<file path="src/rtl/action_select_ctrl.sv">
// action_select_ctrl: scans Q-values through a shared mux, picks argmax with epsilon-greedy exploration
module action_select_ctrl #(
   parameter int          DATA_WIDTH    = 32,
   parameter int          ACTIONS       = 4,
   parameter int          ACTIONS_WIDTH = 2,
   parameter logic [15:0] LFSR_SEED     = 16'hACE1,
   parameter logic [7:0]  EPS_THRESH    = 8'd26
) (
   input  logic                     clk,
   input  logic                     rst,
   input  logic                     start,
   input  logic                     greedy_only,
   input  logic [DATA_WIDTH-1:0]    mux_data,
   output logic [ACTIONS_WIDTH-1:0] mux_sel,
   output logic                     mux_en,
   output logic                     busy,
   output logic                     done,
   output logic [ACTIONS_WIDTH-1:0] action,
   output logic [DATA_WIDTH-1:0]    max_q,
   output logic                     explored
);
   typedef enum logic [1:0] {IDLE, SCAN, DONE} state_t;
   state_t                          r_state, w_next;
   logic [15:0]                     r_lfsr;
   logic [ACTIONS_WIDTH-1:0]        r_idx, r_best_idx, r_rand, w_rand_raw, w_rand, w_best_idx_nxt;
   logic signed [DATA_WIDTH-1:0]    r_best, w_best_nxt;
   logic                            r_explore, w_explore, w_take, w_last, w_fb;

   assign w_fb           = r_lfsr[0] ^ r_lfsr[2] ^ r_lfsr[3] ^ r_lfsr[5];
   assign w_last         = r_idx == ACTIONS_WIDTH'(ACTIONS - 1);
   // index 0 seeds the running max; later entries replace it only when strictly larger
   assign w_take         = (r_idx == '0) || ($signed(mux_data) > r_best);
   assign w_best_nxt     = w_take ? $signed(mux_data) : r_best;
   assign w_best_idx_nxt = w_take ? r_idx : r_best_idx;
   assign w_explore      = !greedy_only && (r_lfsr[7:0] < EPS_THRESH);
   assign w_rand_raw     = r_lfsr[8 +: ACTIONS_WIDTH];
   // fold out-of-range random picks back into 0..ACTIONS-1
   assign w_rand         = (32'(w_rand_raw) >= 32'(ACTIONS)) ? w_rand_raw - ACTIONS_WIDTH'(ACTIONS) : w_rand_raw;

   // state register
   always_ff @(posedge clk or posedge rst) begin
      if (rst) r_state <= IDLE;
      else     r_state <= w_next;
   end

   // next-state and mux/handshake outputs
   always_comb begin
      w_next  = r_state;
      mux_sel = '0;
      mux_en  = 1'b0;
      busy    = 1'b0;
      done    = 1'b0;
      case (r_state)
         IDLE: w_next = start ? SCAN : IDLE;
         SCAN: begin
            mux_sel = r_idx;
            mux_en  = 1'b1;
            busy    = 1'b1;
            w_next  = w_last ? DONE : SCAN;
         end
         DONE: begin
            busy   = 1'b1;
            done   = 1'b1;
            w_next = IDLE;
         end
         default: w_next = IDLE;
      endcase
   end

   // LFSR, scan tracking and result registers; results load on the last scan edge so they are valid with done
   always_ff @(posedge clk or posedge rst) begin
      if (rst) begin
         r_lfsr     <= LFSR_SEED;
         r_idx      <= '0;
         r_best     <= '0;
         r_best_idx <= '0;
         r_explore  <= 1'b0;
         r_rand     <= '0;
         action     <= '0;
         max_q      <= '0;
         explored   <= 1'b0;
      end else begin
         r_lfsr <= {w_fb, r_lfsr[15:1]};
         if (r_state == IDLE && start) begin
            r_explore <= w_explore;
            r_rand    <= w_rand;
            r_idx     <= '0;
         end
         if (r_state == SCAN) begin
            r_idx      <= r_idx + 1'b1;
            r_best     <= w_best_nxt;
            r_best_idx <= w_best_idx_nxt;
            if (w_last) begin
               max_q    <= w_best_nxt;
               explored <= r_explore;
               action   <= r_explore ? r_rand : w_best_idx_nxt;
            end
         end
      end
   end
endmodule
</file>
<file path="config.mk">
export PLATFORM = sky130hd
export DESIGN_NAME = action_select_ctrl
export DESIGN_NICKNAME = d
export VERILOG_FILES = /design/src/rtl/action_select_ctrl.sv
export SDC_FILE = /design/constraint.sdc
export NUM_CORES = 1
export LEC_CHECK = 0
export BUFFER_PORTS_ARGS = -buffer_cell sky130_fd_sc_hd__buf_4
export CORE_ASPECT_RATIO = 0.8
export CORE_MARGIN = 2
export CORE_UTILIZATION = 30
export CTS_CLUSTER_DIAMETER = 120
export DETAILED_ROUTE_END_ITERATION = 7
export RECOVER_POWER = 25
export SETUP_SLACK_MARGIN = 0.2
export SYNTH_ARGS = -nofsm -noshare
export SYNTH_HDL_FRONTEND = slang
export SYNTH_SLANG_ARGS = --single-unit
</file>
<file path="constraint.sdc">
create_clock -name clk -period 3.7 [get_ports clk]
set_clock_uncertainty 0.15 [all_clocks]
set_input_delay 0.555 -clock clk [delete_from_list [all_inputs] [get_ports clk]]
set_output_delay 0.555 -clock clk [all_outputs]
set_load 0.01 [all_outputs]
</file>
==> flow_summary.toml, run 1 <==
[run_status]
outcome = "finished with violations"
violations = "capacitance limit, slew limit"

[power_and_ir_drop]
leakagePower_nw = 2.87
combPwrFrac_pct = 50.3
p_seq_share_pct = 32.2
powerDensity_mw_per_mm2 = 908
ir_drop_mv = 0.337
finalPower_w = 0.00520
clkPwrFrac_pct = 17.6
intPower_w = 0.00322
power.switching_w = 0.00197
switching_share_pct = 38.0

[routing]
vias = 3091
drc = 0
wirelength_mm = 9.84
first_pass_iters = 4
drtIter0Drc = 135
avgViaCountPerCell = 4.47
wl_per_cell_um = 14.2
antenna_left = 0

[cts]
cts.reportedPaths.clkPinSlew_ns = 0.07
root_buffer = "clkbuf_16"
htree_num_levels = 3
clk_latency_ns = 0.35
hold_buffers = 0
cts_setup_buffers = 0
tritoncts = "yes"
cts_resized = 0
clock_sinks = 92
cts_max_path_buffers = 2
cts_buffers = 9

[layout]
antenna_cells = 0
drive_gt1_share_pct = 30.3
nFillCells = 1490
syn_to_final_growth_pct = 23.1
nNetsFinal = 550
multi_input_area_mm2 = 0.00207
ff_latch_area_mm2 = 0.00231

[grt]
track_usage_pct = 13.0
antenna_found_initial = 0
grt_pass1_wl_mm = 16.6
grt-ovfl-total = 0
grt_start_max_net_pins = 50
grt_pass1_vias = 3229

[sta]
period_share_pct = 79.7
final.setup.tns_ns = 0
fmax_mhz = 339
setup_viol = 0
worst_pin_slew_ns = 2.09
hold_violations = 0
maxSlewViolCount = 44
relSlewSlack_pct = -40.0
hold-worst-slack_ns = 0.206
final.min_clock_period_ns = 2.95
rsz0062_at_grt = "no"

[floorplanning]
core_area_mm2 = 0.0151
die_h_um = 115
num_rows = 40
io_pins = 76
die_w_um = 143
initial_utilization_pct = 30.9
die_area_mm2 = 0.0165

[synthesis]
syn_area_per_cell_um2 = 11.7
synthesis.nets = 471
synthCells = 398
synth_edf_count = 0
ys_dominant_reg_cell = "dfrtp_1"
synth_warnings = 0
ys_ff_latch = 92
yosysSeqAreaShare_pct = 49.7
syn_area_mm2 = 0.00465
ys_types = 38
async_flop_share_pct = 100

[hold_path]
worstHoldPathType = "flip-flop to flip-flop"

[placed_design]
dp_hpwl_mm = 7.17
gp_congestion = 0.713
io_buffers = 75

[job]
cap_violations = 1

[critical_path]
cp_max_fo = 25
required_ns = 3.78
path_class = "flip-flop to flip-flop"
cp-start-kind = "flip-flop"
worstSetupEndpointType = "flip-flop"
worstPathArrival_ns = 3.03
worst max-delay path, cell delays in order, from the launching register on:
cell,delay [ns]
dfrtp_1,0.39
inv_1,0.05
ha_1,0.30
a21oi_2,0.13
o21ai_0,0.11
a2111o_1,0.44
o32ai_2,0.23
a21oi_2,0.13
o21ai_4,0.14
buf_4,0.38
mux2_2,0.39
path summary, 6_finish.rpt:
path,from,endpoint,slack (ns),depth (start not counted)
worst max-delay path,r_best[7],r_best[24],0.75,10
worst min-delay path,r_lfsr[12],r_lfsr[11],0.21,0
worst max register to register,r_best[7],r_best[24],0.75,10
worst min register to register,r_lfsr[12],r_lfsr[11],0.21,0
max in group asynchronous,rst,r_lfsr[7],1.77,3
min in group asynchronous,rst,max_q[7],0.61,2
metal layers:
metal / vias to the layer above / share of wire [%] / GRT usage (%)
li1: 1538 / - / -
met1: 1489 / 47 / 16.8
met2: 53 / 46 / 20.9
met3: 11 / 5.9 / 4.29
met4: 0 / 1.2 / 3.56
met5: - / 0 / 0
placed cells by master (no fill, tap or decap), types with 2 or more instances in the layout:
cell	instances
xnor2_1	2
mux2i_1	34
inv_6	2
nand3_1	4
clkinv_4	3
clkbuf_16	9
dfrtp_1	84
buf_4	78
mux2_2	10
nor2_1	3
o211ai_1	2
buf_12	2
o21ai_0	15
mux2_4	24
dfstp_1	3
nand4_1	6
inv_8	2
inv_1	40
and3_1	2
dfstp_2	5
a21oi_2	2
ha_1	37
o21ai_1	30
a21oi_1	17
nand2_1	46
o31ai_1	2
kinds of logic after synthesis:
group                      Yosys count  share of synthesized area [%]
DFF                                 92                           49.7
AOI/OAI and AO/OA                   75                           9.37
and+or+nand+nor                     69                           7.08
muxes                               68                           17.5
buffers and inverters               54                           5.79
adders and majority gates           37                           9.96
xor gates and xnor gates             3                          0.565
sequential cells by signal (all words and copies together) (netlist names):
register	count
r_best_idx	2
explored	1
r_rand	2
action	2
r_idx	2
r_explore	1
r_lfsr	16
max_q	32
r_state	2
r_best	32
power by group through the flow:
stage,registers (W),clock network [W],logic (W)
2_1_floorplan,0.00171,0,0.00195
3_3_place_gp,0.00167,0,0.00260
3_5_place_dp,0.00169,0,0.00265
4_1_cts,0.00168,0.000949,0.00267
5_1_grt,0.00174,0.000985,0.00292
6_report,0.00167,0.000912,0.00261
through the flow:
step	cell area, um^2	util (%)	std cells	setup slack [ns]
after floorplan	4650	-	398	0.616
after global placement	5430	36.1	676	0.486
after detailed placement	5430	36.1	676	0.455
after CTS	5720	38.0	692	0.721
after global routing	5720	38.0	692	0.588
final	5720	38.0	692	0.750
Yosys cell counts (3+ instances only):
cell type | number | area share (%)
o21ai_1 | 30 | 3.2
nand3_1 | 4 | 0.43
mux2_4 | 24 | 7.8
mux2_2 | 10 | 2.4
dfrtp_1 | 84 | 45
a21oi_1 | 17 | 1.8
ha_1 | 37 | 10
buf_6 | 3 | 0.73
clkbuf_1 | 7 | 0.57
nand2_1 | 47 | 3.8
nand4_1 | 6 | 0.81
nor2_1 | 3 | 0.24
dfstp_2 | 8 | 4.5
o21ai_0 | 15 | 1.6
inv_1 | 41 | 3.3
mux2i_1 | 34 | 7.3
layout make-up:
class / instances / share of cell area [%]
Inverter: 41 / 2.71
Timing Repair Buffer: 81 / 11.1
Multi-Input combinational cell: 252 / 36.2
Clock buffer: 9 / 3.93
Clock inverter: 7 / 1.16
Sequential cell: 92 / 40.4
Tap cell: 210 / 4.59
No activity file was read; power rests on OpenSTA's default activity.
==> run 2: changes to the inputs <==
clock period = 2.7 ns   (was 3.7 ns; I/O delays follow)
==> run 2 against run 1 <==
The run ends with capacitance limit, slew limit, setup timing left. Global-route usage grew 0.46 points. Cell area grew 13%. Sequential share of layout area shrank 4.6 points. Flip-flop and latch count is the same. Final cell count grew 5.9%. Sequential power grew 37%. Utilization grew 4.9 points. Combinational power grew 99%. Maximum frequency grew 5.1%.
==> flow_summary.toml, run 2 (same netlist as run 1, synthesis figures left out) <==
[run_status]
outcome = "finished with violations"
violations = "capacitance limit, slew limit, setup timing"

[sta]
hold_violations = 0
setup_viol = 41
final.setup.tns_ns = -2.76
relSlewSlack_pct = -54.3
maxSlewViolCount = 93
worst_pin_slew_ns = 2.31
fmax_mhz = 356
hold-worst-slack_ns = 0.158
setup_ws_ns = -0.107
final.min_clock_period_ns = 2.81
period_share_pct = 104
rsz0062_at_grt = "yes"

[routing]
first_pass_iters = 4
vias = 3252
drc = 0
wirelength_mm = 10.7
wl_per_cell_um = 14.5
antenna_left = 0
avgViaCountPerCell = 4.44
drtIter0Drc = 142

[job]
cap_violations = 1

[layout]
final_area_mm2 = 0.00646
nFillCells = 1425
reg.largest.list = "max_q x32, r_best x32, r_lfsr x16"
syn_to_final_growth_pct = 39.0
nNetsFinal = 591
final_cell_mix = "buf_4, dfrtp_1, nand2_1"
layout_commonest_cell = "buf_4"
antenna_cells = 0
drive_gt1_share_pct = 41.1
final_util_pct = 42.9

[floorplanning]
io_pins = 76
die_w_um = 143
num_rows = 40
die_h_um = 115
core_area_mm2 = 0.0151
initial_utilization_pct = 30.9
die_area_mm2 = 0.0165

[grt]
grt_start_max_net_pins = 93
grt_pass1_vias = 3334
grt_pass1_wl_mm = 17.0
grt-ovfl-total = 0
track_usage_pct = 13.4
antenna_found_initial = 0

[critical_path]
path_common_cell = "a21oi_2"
worstPathArrival_ns = 2.89
path_class = "flip-flop to flip-flop"
required_ns = 2.78
slowest_stage = "a2111o_1"
cp-start-kind = "flip-flop"
worstSetupEndpointType = "flip-flop"
critPathMaxStageDelay_ns = 0.42
cp_max_fo = 7
crit_chain = "inv_2 -> ha_4 -> a21oi_2 -> o21ai_1 -> a2111o_1 -> o32ai_2 -> a21oi_2 -> o21ai_4 -> buf_12 -> clkbuf_16 -> mux2_4"

[cts]
clock_sinks = 92
hold_buffers = 0
tritoncts = "yes"
clk_latency_ns = 0.34
root_buffer = "clkbuf_16"
htree_num_levels = 3
cts_max_path_buffers = 2
cts_buffers = 9
cts.reportedPaths.clkPinSlew_ns = 0.07

[power_and_ir_drop]
ir_drop_mv = 0.515
leakagePower_nw = 3.19
finalPower_w = 0.00879
powerDensity_mw_per_mm2 = 1360

[placed_design]
placed_area_mm2 = 0.00582
gp_congestion = 0.729
dp_hpwl_mm = 7.23
io_buffers = 75

[hold_path]
worstHoldPathType = "input pin to flip-flop"
## run 2: changes by cell type in the layout (fill, tap and decap cells not counted), sizes merged
cell      before  now
clkinvlp       1    2
clkinv         3    1
clkbuf        10   16
buf           80  115
bufinv         0    1
## run 2: stage by stage
stage                     instances  setup slack, ns
after global placement          706           -0.169
after floorplan                 398          -0.0314
after detailed placement        706           -0.227
after global routing            733           -0.217
after CTS                       728          -0.0599
final                           733           -0.107
## run 2: what timing repair did
item | CTS | global route
gates resized for setup | 22 | 13
endpoints found under the setup margin | 68 | 68
setup buffers | 3 | 0
pin swaps | 6 | 10
cloned | 3 | 5
## run 2: report_power, final
part | switching, W | leakage [nW] | total [W] | internal (W)
clock network | 0.000579 | 0.147 | 0.00131 | 0.000733
registers | 0.000355 | 1.13 | 0.00228 | 0.00193
logic | 0.00219 | 1.91 | 0.00519 | 0.00300
## run 2: cell type report
type,count,area [um^2],area share [%]
Clock buffer,9,225,3.49
Timing Repair Buffer,122,1160,18.0
Multi-Input combinational cell,252,2260,35.0
Inverter,41,155,2.40
Tap cell,210,263,4.07
Clock inverter,7,81.3,1.26
Sequential cell,92,2310,35.8
## run 2: final timing paths
kind                             startpoint    endpoint  slack (ns)  cells after the start
worst max-delay path              r_best[5]  r_best[16]       -0.11                     11
worst min-delay path            mux_data[2]   r_best[2]        0.16                      2
worst max register to register    r_best[5]  r_best[16]       -0.11                     11
worst min register to register   r_lfsr[12]  r_lfsr[11]        0.21                      0
max in group asynchronous               rst   max_q[25]        0.29                      3
min in group asynchronous               rst    max_q[5]        0.79                      3
## run 2: worst max-delay path: cells and delay by family (launching register included)
| family | cells | cell delay [ns] |
|---|---|---|
| DFF | 1 | 0.40 |
| AOI/OAI and AO/OA | 6 | 1.26 |
| buffers and inverters | 3 | 0.39 |
| adders and majority gates | 1 | 0.19 |
| muxes | 1 | 0.30 |
## run 2: routing by layer
| layer | vias to the layer above | share of wire, % | GRT usage, % |
|---|---|---|---|
| met4 | 0 | 0.63 | 4.22 |
| met1 | 1565 | 47 | 17.7 |
| met5 | - | 0 | 0 |
| met2 | 60 | 45 | 20.3 |
| met3 | 6 | 7.3 | 5.50 |
| li1 | 1621 | - | - |
==> run 3: changes to the inputs <==
CORE_MARGIN = 4   (was 2)
==> run 3 against run 2 <==
The run still ends with capacitance limit, slew limit, setup timing left. Clock power rose by 3%. Critical path depth shrank 1. Largest cell class unchanged. Via count down 0.95%. Utilization decreased by 1.1 points. Flip-flop and latch count did not move. Sequential share of layout area up 0.85 points.
==> flow_summary.toml, run 3 (same netlist as run 1, synthesis figures left out) <==
[placed_design]
dpl.cell_count = 708
preCtsSetupSlack_ns = -0.200
dp_hpwl_mm = 7.63
placed_area_mm2 = 0.00583
io_buffers = 75
gp_congestion = 0.719

[critical_path]
critPathMaxStageDelay_ns = 0.42
required_ns = 2.78
slowest_stage = "a2111o_1"
rr_worst_depth = 10
timing.reg2reg.setup_slack_ns = -0.07
r2r-start = "r_best[14]"
crit_buf_inv = 2
r2r-end = "r_best[26]"
cp_max_fo = 18
cp-start-kind = "flip-flop"
crit_chain = "inv_2 -> ha_4 -> a21oi_1 -> a21boi_0 -> a2111o_1 -> o32ai_2 -> a21oi_2 -> o21ai_4 -> buf_12 -> mux2_2"
worstSetupEndpointType = "flip-flop"
crit_family = "compound AO/OA/AOI/OAI gates"
worstPathArrival_ns = 2.85
path_class = "flip-flop to flip-flop"

[routing]
drc = 0
drtIter0Drc = 103
wirelength_mm = 10.8
routed-wl-met3_um = 719
wl_met1_mm = 4.96
antenna_left = 0
avgViaCountPerCell = 4.39
wl_per_cell_um = 14.7
dr.max_layer_used = "met4"
dr_wl_met2_mm = 4.99
first_pass_iters = 4
vias = 3221

[sta]
setup_ws_ns = -0.0705
setup_viol = 30
fmax_mhz = 361
worst_pin_slew_ns = 2.33
final.min_clock_period_ns = 2.77
hold_violations = 0
hold-worst-slack_ns = 0.154
maxSlewViolCount = 93
period_share_pct = 103
relSlewSlack_pct = -55.4
rsz0062_at_grt = "yes"

[power_and_ir_drop]
power.switching_w = 0.00300
clkPwrFrac_pct = 16.5
finalPower_w = 0.00818
powerDensity_mw_per_mm2 = 1300
leakagePower_nw = 3.12
intPower_w = 0.00518
ir_drop_mv = 0.449
p_seq_share_pct = 27.9
combPwrFrac_pct = 55.5
switching_share_pct = 36.7

[cts]
cts_buffers = 9
root_buffer = "clkbuf_16"
tritoncts = "yes"
clock_sinks = 92
clk_latency_ns = 0.35
hold_buffers = 0
cts.reportedPaths.clkPinSlew_ns = 0.08
htree_num_levels = 3
cts_max_path_buffers = 2

[floorplanning]
io_pins = 76
die_area_mm2 = 0.0176
die_w_um = 147
core_area_mm2 = 0.0151
initial_utilization_pct = 30.8
die_h_um = 119
num_rows = 40

[grt]
grt_start_max_net_pins = 93
grt_pass1_wl_mm = 17.8
antenna_found_initial = 1
grt_pass1_vias = 3411
track_usage_pct = 12.7
grt-ovfl-total = 0

[layout]
nNetsFinal = 591
layout_commonest_cell = "buf_4"
ff_latch_area_mm2 = 0.00231
final_area_mm2 = 0.00631
drive_gt1_share_pct = 40.5
multi_input_area_mm2 = 0.00225
syn_to_final_growth_pct = 35.8
nFillCells = 1452
reg.largest.list = "max_q x32, r_best x32, r_lfsr x16"
final_cell_mix = "buf_4, dfrtp_1, nand2_1"
final_cells = 734

[job]
cap_violations = 1

[hold_path]
holdPathStages = 2
worstHoldPathType = "input pin to flip-flop"
hold_end = "r_best[1]"
worstHoldStart = "mux_data[1]"

[run_status]
outcome = "finished with violations"
violations = "capacitance limit, slew limit, setup timing"
==> run 3: per-layer routing <==
layer | GRT usage (%) | vias to the layer above
met2 | 19.6 | 57
met1 | 16.5 | 1537
met4 | 2.62 | 0
met5 | 0 | -
li1 | - | 1616
met3 | 5.86 | 11
==> run 3: power by group through the flow <==
stage / sequential, W / combinational, W / clock (W)
3_3_place_gp: 0.00227 / 0.00405 / 0
6_report: 0.00228 / 0.00454 / 0.00135
4_1_cts: 0.00229 / 0.00437 / 0.00140
2_1_floorplan: 0.00235 / 0.00275 / 0
3_5_place_dp: 0.00230 / 0.00413 / 0
5_1_grt: 0.00235 / 0.00501 / 0.00144
==> run 3: worst max-delay path by stage <==
| stage | cells past startpoint | start | endpoint |
|---|---|---|---|
| floorplan | 10 | r_best[13] | r_best[10] |
| CTS | 11 | r_best[7] | r_best[12] |
| global placement | 10 | mux_data[15] | r_best[12] |
| global route | 10 | r_best[14] | r_best[26] |
| detailed placement | 10 | mux_data[14] | r_best[27] |
| finish | 10 | r_best[14] | r_best[26] |
==> run 3: layout make-up <==
class / instances / area share (%)
Tap cell: 210 / 4.16
Clock buffer: 9 / 3.57
Timing Repair Buffer: 122 / 16.0
Multi-Input combinational cell: 252 / 35.7
Sequential cell: 92 / 36.6
Antenna cell: 1 / 0.0397
Clock inverter: 7 / 1.39
Inverter: 41 / 2.50
==> run 3: what timing repair did <==
action                                  CTS  global route
pin swaps                                 2            10
endpoints found under the setup margin   68            68
gates cloned                              1             1
buffers inserted                          1             6
gates resized for setup                   9            17
==> run 3: worst reg2reg max path: cells and delay by family, from the launching register on <==
kind | cells | cell delay (ns)
buffers and inverters | 2 | 0.29
muxes | 1 | 0.35
AOI/OAI and AO/OA | 6 | 1.26
DFF | 1 | 0.39
adders and majority gates | 1 | 0.20
==> run 3: stage by stage <==
stage,TNS [ns],utilization [%]
after detailed placement,-8.49,38.5
after global placement,-6.75,38.5
after global routing,-25.25,41.7
after floorplan,-0.701,-
final,-0.806,41.8
after CTS,-2.78,41.1
